**config.mk**
```make
export PLATFORM = sky130hd
export DESIGN_NAME = decoder_nto2n_scan_flat
export DESIGN_NICKNAME = d
export VERILOG_FILES = /design/src/rtl/decoder_nto2n_scan_if.sv /design/src/rtl/decoder_nto2n_scan.sv /design/src/flat_wrapper.sv
export SDC_FILE = /design/constraint.sdc
export NUM_CORES = 1
export LEC_CHECK = 0
export CORE_ASPECT_RATIO = 0.9
export CORE_MARGIN = 4
export CORE_UTILIZATION = 57
export CTS_BUF_LIST = sky130_fd_sc_hd__clkbuf_4 sky130_fd_sc_hd__clkbuf_8
export DETAILED_ROUTE_END_ITERATION = 12
export PLACE_DENSITY = 0.86
export SKIP_CTS_REPAIR_TIMING = 1
export SYNTH_ARGS = -nofsm -noshare
export SYNTH_HDL_FRONTEND = slang
export SYNTH_SLANG_ARGS = --single-unit
```
**constraint.sdc**
```tcl
create_clock -name clk -period 3.2 [get_ports clk]
set_clock_uncertainty 0.1 [all_clocks]
set_input_delay 0.64 -clock clk [delete_from_list [all_inputs] [get_ports clk]]
set_output_delay 0.64 -clock clk [all_outputs]
set_load 0.05 [all_outputs]
```
**src/rtl/decoder_nto2n_scan_if.sv**
```systemverilog
// Bus bundle for decoder_nto2n_scan: control/select inputs and registered decode outputs.
// The master drives the controls; the slave is the decoder itself.
interface decoder_nto2n_scan_if #(
    parameter int SEL_W   = 2,
    parameter int DWELL_W = 8
);
    logic                    en;
    logic                    mode;
    logic [SEL_W-1:0]        sel;
    logic                    load;
    logic [DWELL_W-1:0]      dwell;
    logic [(1<<SEL_W)-1:0]   dout;
    logic [SEL_W-1:0]        idx;
    logic                    wrap;

    modport master (
        output en, mode, sel, load, dwell,
        input  dout, idx, wrap
    );

    modport slave (
        input  en, mode, sel, load, dwell,
        output dout, idx, wrap
    );
endinterface

```
**src/rtl/decoder_nto2n_scan.sv**
```systemverilog
// N-to-2**N decoder with registered one-hot output.
// Decodes sel directly, or auto-scans every output line with a programmable dwell per step.
module decoder_nto2n_scan #(
    parameter int SEL_W   = 2,
    parameter int DWELL_W = 8
) (
    input  logic                  clk,
    input  logic                  rst,
    decoder_nto2n_scan_if.slave   bus
);
    localparam int OUT_W = 1 << SEL_W;

    logic [SEL_W-1:0]   idx_reg,   idx_next;
    logic [OUT_W-1:0]   dout_reg,  dout_next;
    logic               wrap_reg,  wrap_next;
    logic [DWELL_W-1:0] dwell_reg, dwell_next;
    logic [DWELL_W-1:0] cnt_reg,   cnt_next;
    logic               dec_en;

    always_comb begin
        idx_next   = idx_reg;
        cnt_next   = cnt_reg;
        dwell_next = dwell_reg;
        wrap_next  = 1'b0;
        dec_en     = 1'b0;

        // load acts even while disabled, and beats the step condition
        if (bus.load) begin
            dwell_next = bus.dwell;
            cnt_next   = '0;
        end

        if (bus.en) begin
            dec_en = 1'b1;
            if (!bus.mode) begin
                idx_next = bus.sel;
                cnt_next = '0;
            end else if (!bus.load) begin
                // compare before incrementing so the counter tops out at dwell_reg
                if (cnt_reg == dwell_reg) begin
                    cnt_next  = '0;
                    idx_next  = idx_reg + 1'b1;
                    wrap_next = (idx_reg == {SEL_W{1'b1}});
                end else begin
                    cnt_next = cnt_reg + 1'b1;
                end
            end
        end
    end

    // decode from idx_next so dout and idx always land on the same edge
    genvar gi;
    generate
        for (gi = 0; gi < OUT_W; gi++) begin : g_dec
            assign dout_next[gi] = dec_en && (idx_next == SEL_W'(gi));
        end
    endgenerate

    always_ff @(posedge clk or posedge rst) begin
        if (rst) begin
            idx_reg   <= '0;
            dout_reg  <= '0;
            wrap_reg  <= 1'b0;
            dwell_reg <= '0;
            cnt_reg   <= '0;
        end else begin
            idx_reg   <= idx_next;
            dout_reg  <= dout_next;
            wrap_reg  <= wrap_next;
            dwell_reg <= dwell_next;
            cnt_reg   <= cnt_next;
        end
    end

    assign bus.dout = dout_reg;
    assign bus.idx  = idx_reg;
    assign bus.wrap = wrap_reg;
endmodule

```
**src/flat_wrapper.sv**
```systemverilog
// flat-port wrapper written by rule: the top's interface ports become plain ports
module decoder_nto2n_scan_flat 
#(
    parameter int SEL_W   = 2,
    parameter int DWELL_W = 8
)
  (clk, rst, bus_en, bus_mode, bus_sel, bus_load, bus_dwell, bus_dout, bus_idx, bus_wrap);
  decoder_nto2n_scan_if #(.SEL_W(SEL_W), .DWELL_W(DWELL_W)) bus_i ();
  input  logic clk;
  input  logic rst;
  input wire logic [$bits(bus_i.en)-1:0] bus_en;
  input wire logic [$bits(bus_i.mode)-1:0] bus_mode;
  input wire logic [$bits(bus_i.sel)-1:0] bus_sel;
  input wire logic [$bits(bus_i.load)-1:0] bus_load;
  input wire logic [$bits(bus_i.dwell)-1:0] bus_dwell;
  output wire logic [$bits(bus_i.dout)-1:0] bus_dout;
  output wire logic [$bits(bus_i.idx)-1:0] bus_idx;
  output wire logic [$bits(bus_i.wrap)-1:0] bus_wrap;
  assign bus_i.en = bus_en;
  assign bus_i.mode = bus_mode;
  assign bus_i.sel = bus_sel;
  assign bus_i.load = bus_load;
  assign bus_i.dwell = bus_dwell;
  assign bus_dout = bus_i.dout;
  assign bus_idx = bus_i.idx;
  assign bus_wrap = bus_i.wrap;
  decoder_nto2n_scan #(.SEL_W(SEL_W), .DWELL_W(DWELL_W)) u_core (.clk(clk), .rst(rst), .bus(bus_i));
endmodule
```
Yosys cells after proc, flatten, opt, wreduce, memory -nomap -nowiden
Index checks and enable logic that the tools add are counted.
Widths: inputs -> output; s select.
- $add $sub $neg: 2
- equality and inequality tests: 5
- muxes and demuxes: 14
- reductions and logical operators: 5
- operators with widths (cell ; count):
    $mux 8 ; 5
    $add 8x1->8 const B ; 1
    $eq 8x8->1 ; 1
    $mux 2 ; 4
    $eq 2x2->1 const B ; 3
    $mux 1 ; 5
    $logic_and 1x1->1 ; 4
    $add 2x1->2 const B ; 1
    $eq 2x1->1 const B ; 1
    $logic_not 2->1 ; 1
- bits in registers: 23

Logic depth before layout (Yosys ltp)
- word-level depth: 7
- depth in mapped cells: 6
- mapped depth without buffers: 5

Least setup slack after synthesis
No wires, ideal clock.
- path kind: reg-to-reg
- start point: register u_core.idx_reg[0], in the netlist u_core.bus.idx[0]
- end point: register u_core.dout_reg[3], in the netlist u_core.bus.dout[3]
- arrival time: 1721 ps
- data required time: 2980 ps
- path slack: 1258 ps
- stages on the path, launching flop included: 6
- buffers on the path: 0
- period minus slack after synthesis: 1942 ps
- cells stage by stage: dfrtp_1 ha_1 mux2_2 a21oi_1 mux2i_2 and4_1
- cells in the longest elaborated chain, start to end: 7
- RTL lines (item ; RTL line ; source):
    from (decl) ; decoder_nto2n_scan.sv:13 ; logic [SEL_W-1:0] idx_reg, idx_next;
    from (signal assigned) ; decoder_nto2n_scan.sv:67 ; idx_reg <= idx_next;
    $add 2x1->2 ; decoder_nto2n_scan.sv:42 ; idx_next = idx_reg + 1'b1;
    $mux 2 ; decoder_nto2n_scan.sv:40 ; if (cnt_reg == dwell_reg) begin
    $mux 2 ; decoder_nto2n_scan.sv:38 ; end else if (!bus.load) begin
    $mux 2 ; decoder_nto2n_scan.sv:35 ; if (!bus.mode) begin
    $mux 2 * ; decoder_nto2n_scan.sv:33 ; if (bus.en) begin
    $eq 2x2->1 * ; decoder_nto2n_scan.sv:55 ; assign dout_next[gi] = dec_en && (idx_next == SEL_W'(gi));
    $logic_and 1x1->1 * ; decoder_nto2n_scan.sv:55 ;
    named net u_core.dout_next[3] ; decoder_nto2n_scan.sv:14 ; logic [OUT_W-1:0] dout_reg, dout_next;
    to (signal assigned) ; decoder_nto2n_scan.sv:68 ; dout_reg <= dout_next;
    to (decl) ; decoder_nto2n_scan.sv:14 ;
The timed path passes the listed nets; every way through them passes the cells marked *.
A chain may end at the register's enable or synchronous reset.

Final worst setup path
- start point: register u_core.idx_reg[0], in the netlist u_core.bus.idx[0]
- end point: output port bus_idx[0]
- RTL lines (item ; RTL line ; source):
    to (decl) ; flat_wrapper.sv:17 ; output wire logic [$bits(bus_i.idx)-1:0] bus_idx;
No word-level cell between the ends.

==> summary.md <==
| Metric | Value |
|---|---|
| Clock transition at the registers of the reported paths | `0.12 ns` |
| Buf+Inv Stages, Crit Path | `1` |
| Total core area | `between 0.0015 and 0.002 mm^2` |
| Fillers | `139` |
| Seq cells post-synth | `23` |
| Power per cell area | `423 mW/mm^2` |
| Rel. slew slack | `43.7%` |
| CP cell instances | `clkdlybuf4s50_1` |
| Share of cells above drive strength 1 | `between 10% and 20%` |
| Worst setup SP type | `flop` |
| Wire length per cell | `approximately 14 um` |
| Setup TNS | `0 ns` |
| Status | `complete, no violations` |
| Clock buffer count from CTS | `3` |
| Nets | `150` |
| Largest net degree at the start of global routing | `24` |
| H-tree Lvls | `1` |
| Fmax | `0.416 GHz` |
| ANT cells | `0` |
| Root Driver | `clkbuf_4` |
| Total track usage | `about 17%` |
| Slowest CP cell | `clkdlybuf4s50_1` |
| Max Fanout on Critical Path | `8` |
| DRT Pass-1 Iters | `4` |
| R2r setup slk | `1.32 ns` |
| ANT nets after route | `0` |
| Pleak | `0.000598 uW` |
| CP required | `between 2 and 2.5 ns` |
| Num rows | `15` |
| Vias per cell | `5.54` |
| Ys Warns | `0` |
| Initial antenna violation count | `0` |
| Tcrit/Tclk final | `75.2%` |
| Met1 Use GR | `19.6%` |
| Number of library cell types mapped by synthesis | `29` |
| Crit path arrival time | `between 1.5 and 2 ns` |
| Vias in the first global route | `843` |
| Largest delay contributor family on the critical path | `buffers and inverters` |
| Remaining DRCs | `0` |
| Initial core utilization | `61.0%` |
| Worst setup startpoint | `u_core.bus.idx[0]` |
| Vias | `870` |
| Worst flop-to-flop path startpoint | `u_core.cnt_reg[0]` |
| Chip Width | `about 56 um` |
| Later-pin clock latency in the skew report | `just over 0.3 ns` |
| Reg2reg end | `u_core.bus.dout[3]` |
| Actual slew at the worst max-slew pin | `0.844 ns` |
| WL final | `approximately 2200 um` |
| Hold WS | `0.444 ns` |
| Final core occ | `74.8%` |
| RSZ-0062 raised after global routing | `no` |
| Worst Hold Class | `flop to flop` |
| First-pass GRT wire length | `~3700 um` |
| Max-cap violations | `0` |
| Final worst path period need | `~2.4 ns` |
| 1st-iter DRT viols | `12` |
| Setup-failing EPs final | `0` |
| Critical path depth | `1` |
| Met2 global-route usage | `between 30% and 40%` |
| Hpwl dp | `1680 um` |
| Max Root-Sink Buffers | `2` |
| GRT busiest layer | `met2` |
| Die area | `0.00288 mm^2` |
| RD Place Congestion | `0.891` |
| Most frequent cells in the layout | `23 x dfrtp_1, 21 x clkdlybuf4s50_1, 14 x nor2_1, 12 x xnor2_1, 10 x mux2_2` |
| Worst r2r path cells | `5` |
| Mapped cell area | `0.00119 mm^2` |
| Grt total ovfl | `0` |
| GR Util met3 | `4.80%` |
| Crit-path max cell delay | `about 0.85 ns` |
| Peak VDD IR | `0.333 mV` |
| Largest area contributor in the netlist | `dfrtp_1` |
| Crit. End Element | `output port` |
| Die H | `51.3 um` |
| Commonest non-fill, non-tap cell in the layout | `dfrtp_1` |
| Final hold vios | `0` |
| CP endpoint | `bus_idx[0]` |
| CTS tree | `done` |
| Sequential area share after synthesis | `48.4%` |
| Post-synth top area share | `~48%` |
| Input/output buffers | `21` |
| Ranking of synthesized cells by area | `dfrtp_1 48%, mux2_2 9.5%, xnor2_1 8.8%` |
| Area Growth Syn to Fin | `22.7%` |
| Syn Nets | `approximately 130` |
| Clk sinks | `23` |
| I/O pins | `22` |
| WS Path Type | `flop to output port` |
| Avg Cell Area, Syn | `10.9 um^2` |
| Synth Instances | `109` |
| Pins Over Slew Limit | `0` |
-- logic make-up after synthesis --
family	synth area share, %
DFF	48.4
buffers and inverters	1.68
AOI/OAI and AO/OA	7.05
muxes	13.2
adders and majority gates	2.10
xor gates and xnor gates	11.8
and+or+nand+nor	15.8
-- power breakdown --
group / total, uW / internal (uW) / switching [uW] / leakage [uW]
logic: 149 / 70.5 / 78.0 / 0.000284
registers: 330 / 311 / 18.8 / 0.000295
clock network: 140 / 57.2 / 82.4 / 0.0000184
total: 618 / 438 / 179 / 0.000598
-- cell type report --
cell class / instances / area, um^2 / area share [%]
flip-flops and latches: 23 / 576 / 39.4
well taps: 25 / 31.3 / 2.14
inverters: 1 / 3.75 / 0.257
clock buffers: 4 / 30.0 / 2.06
multi-input cells: 81 / 594 / 40.7
repair buffers: 23 / 225 / 15.4
-- worst register-to-register path: stages, from the launching register on --
cell     delay [ns]
dfrtp_1        0.46
xnor2_1        0.19
nand4_1        0.22
nor2_1         0.27
mux2_1         0.35
and4_1         0.20
-- cells in the mapped netlist (all sizes together) --
library cell,number
ha,2
mux2,11
nand2,7
o311ai,1
o211ai,1
nor2b,2
buf,1
nand2b,2
clkbuf,3
nand4,6
a21oi,5
inv,1
a211oi,1
and4,1
mux2i,3
dfrtp,23
or2,1
a21boi,1
nor2,14
xnor2,12
xor2,4
and3,2
o21ai,2
o211a,1
nor3,1
a21o,1
-- worst min-delay path by stage --
stage	cells past startpoint	end	from	slack, ns
after floorplan	1	u_core.dwell_reg[0]	u_core.dwell_reg[0]	0.40
after global placement	1	u_core.dwell_reg[7]	u_core.dwell_reg[7]	0.42
after detailed placement	1	u_core.dwell_reg[0]	u_core.dwell_reg[0]	0.42
after CTS	1	u_core.dwell_reg[0]	u_core.dwell_reg[0]	0.45
after global routing	1	u_core.dwell_reg[0]	u_core.dwell_reg[0]	0.47
final	1	u_core.dwell_reg[0]	u_core.dwell_reg[0]	0.44
-- metrics by stage --
stage          worst slack (ns)  std cells  power (uW)  instance area [um^2]
6_report                  0.795        157         618                  1460
5_1_grt                   0.699        157         658                  1460
4_1_cts                   0.769        157         627                  1460
3_5_place_dp              0.826        153         485                  1430
3_3_place_gp              0.839        153         481                  1430
2_1_floorplan              1.26        109         432                  1190
-- metal layers --
metal / routed length (um) / vias to the layer above / share of wire, %
li1: - / 431 / -
met1: 995 / 412 / 46
met2: 991 / 20 / 46
met3: 112 / 7 / 5.2
met4: 55 / 0 / 2.6
met5: 0 / - / 0
(Power assumes the default switching activity.)
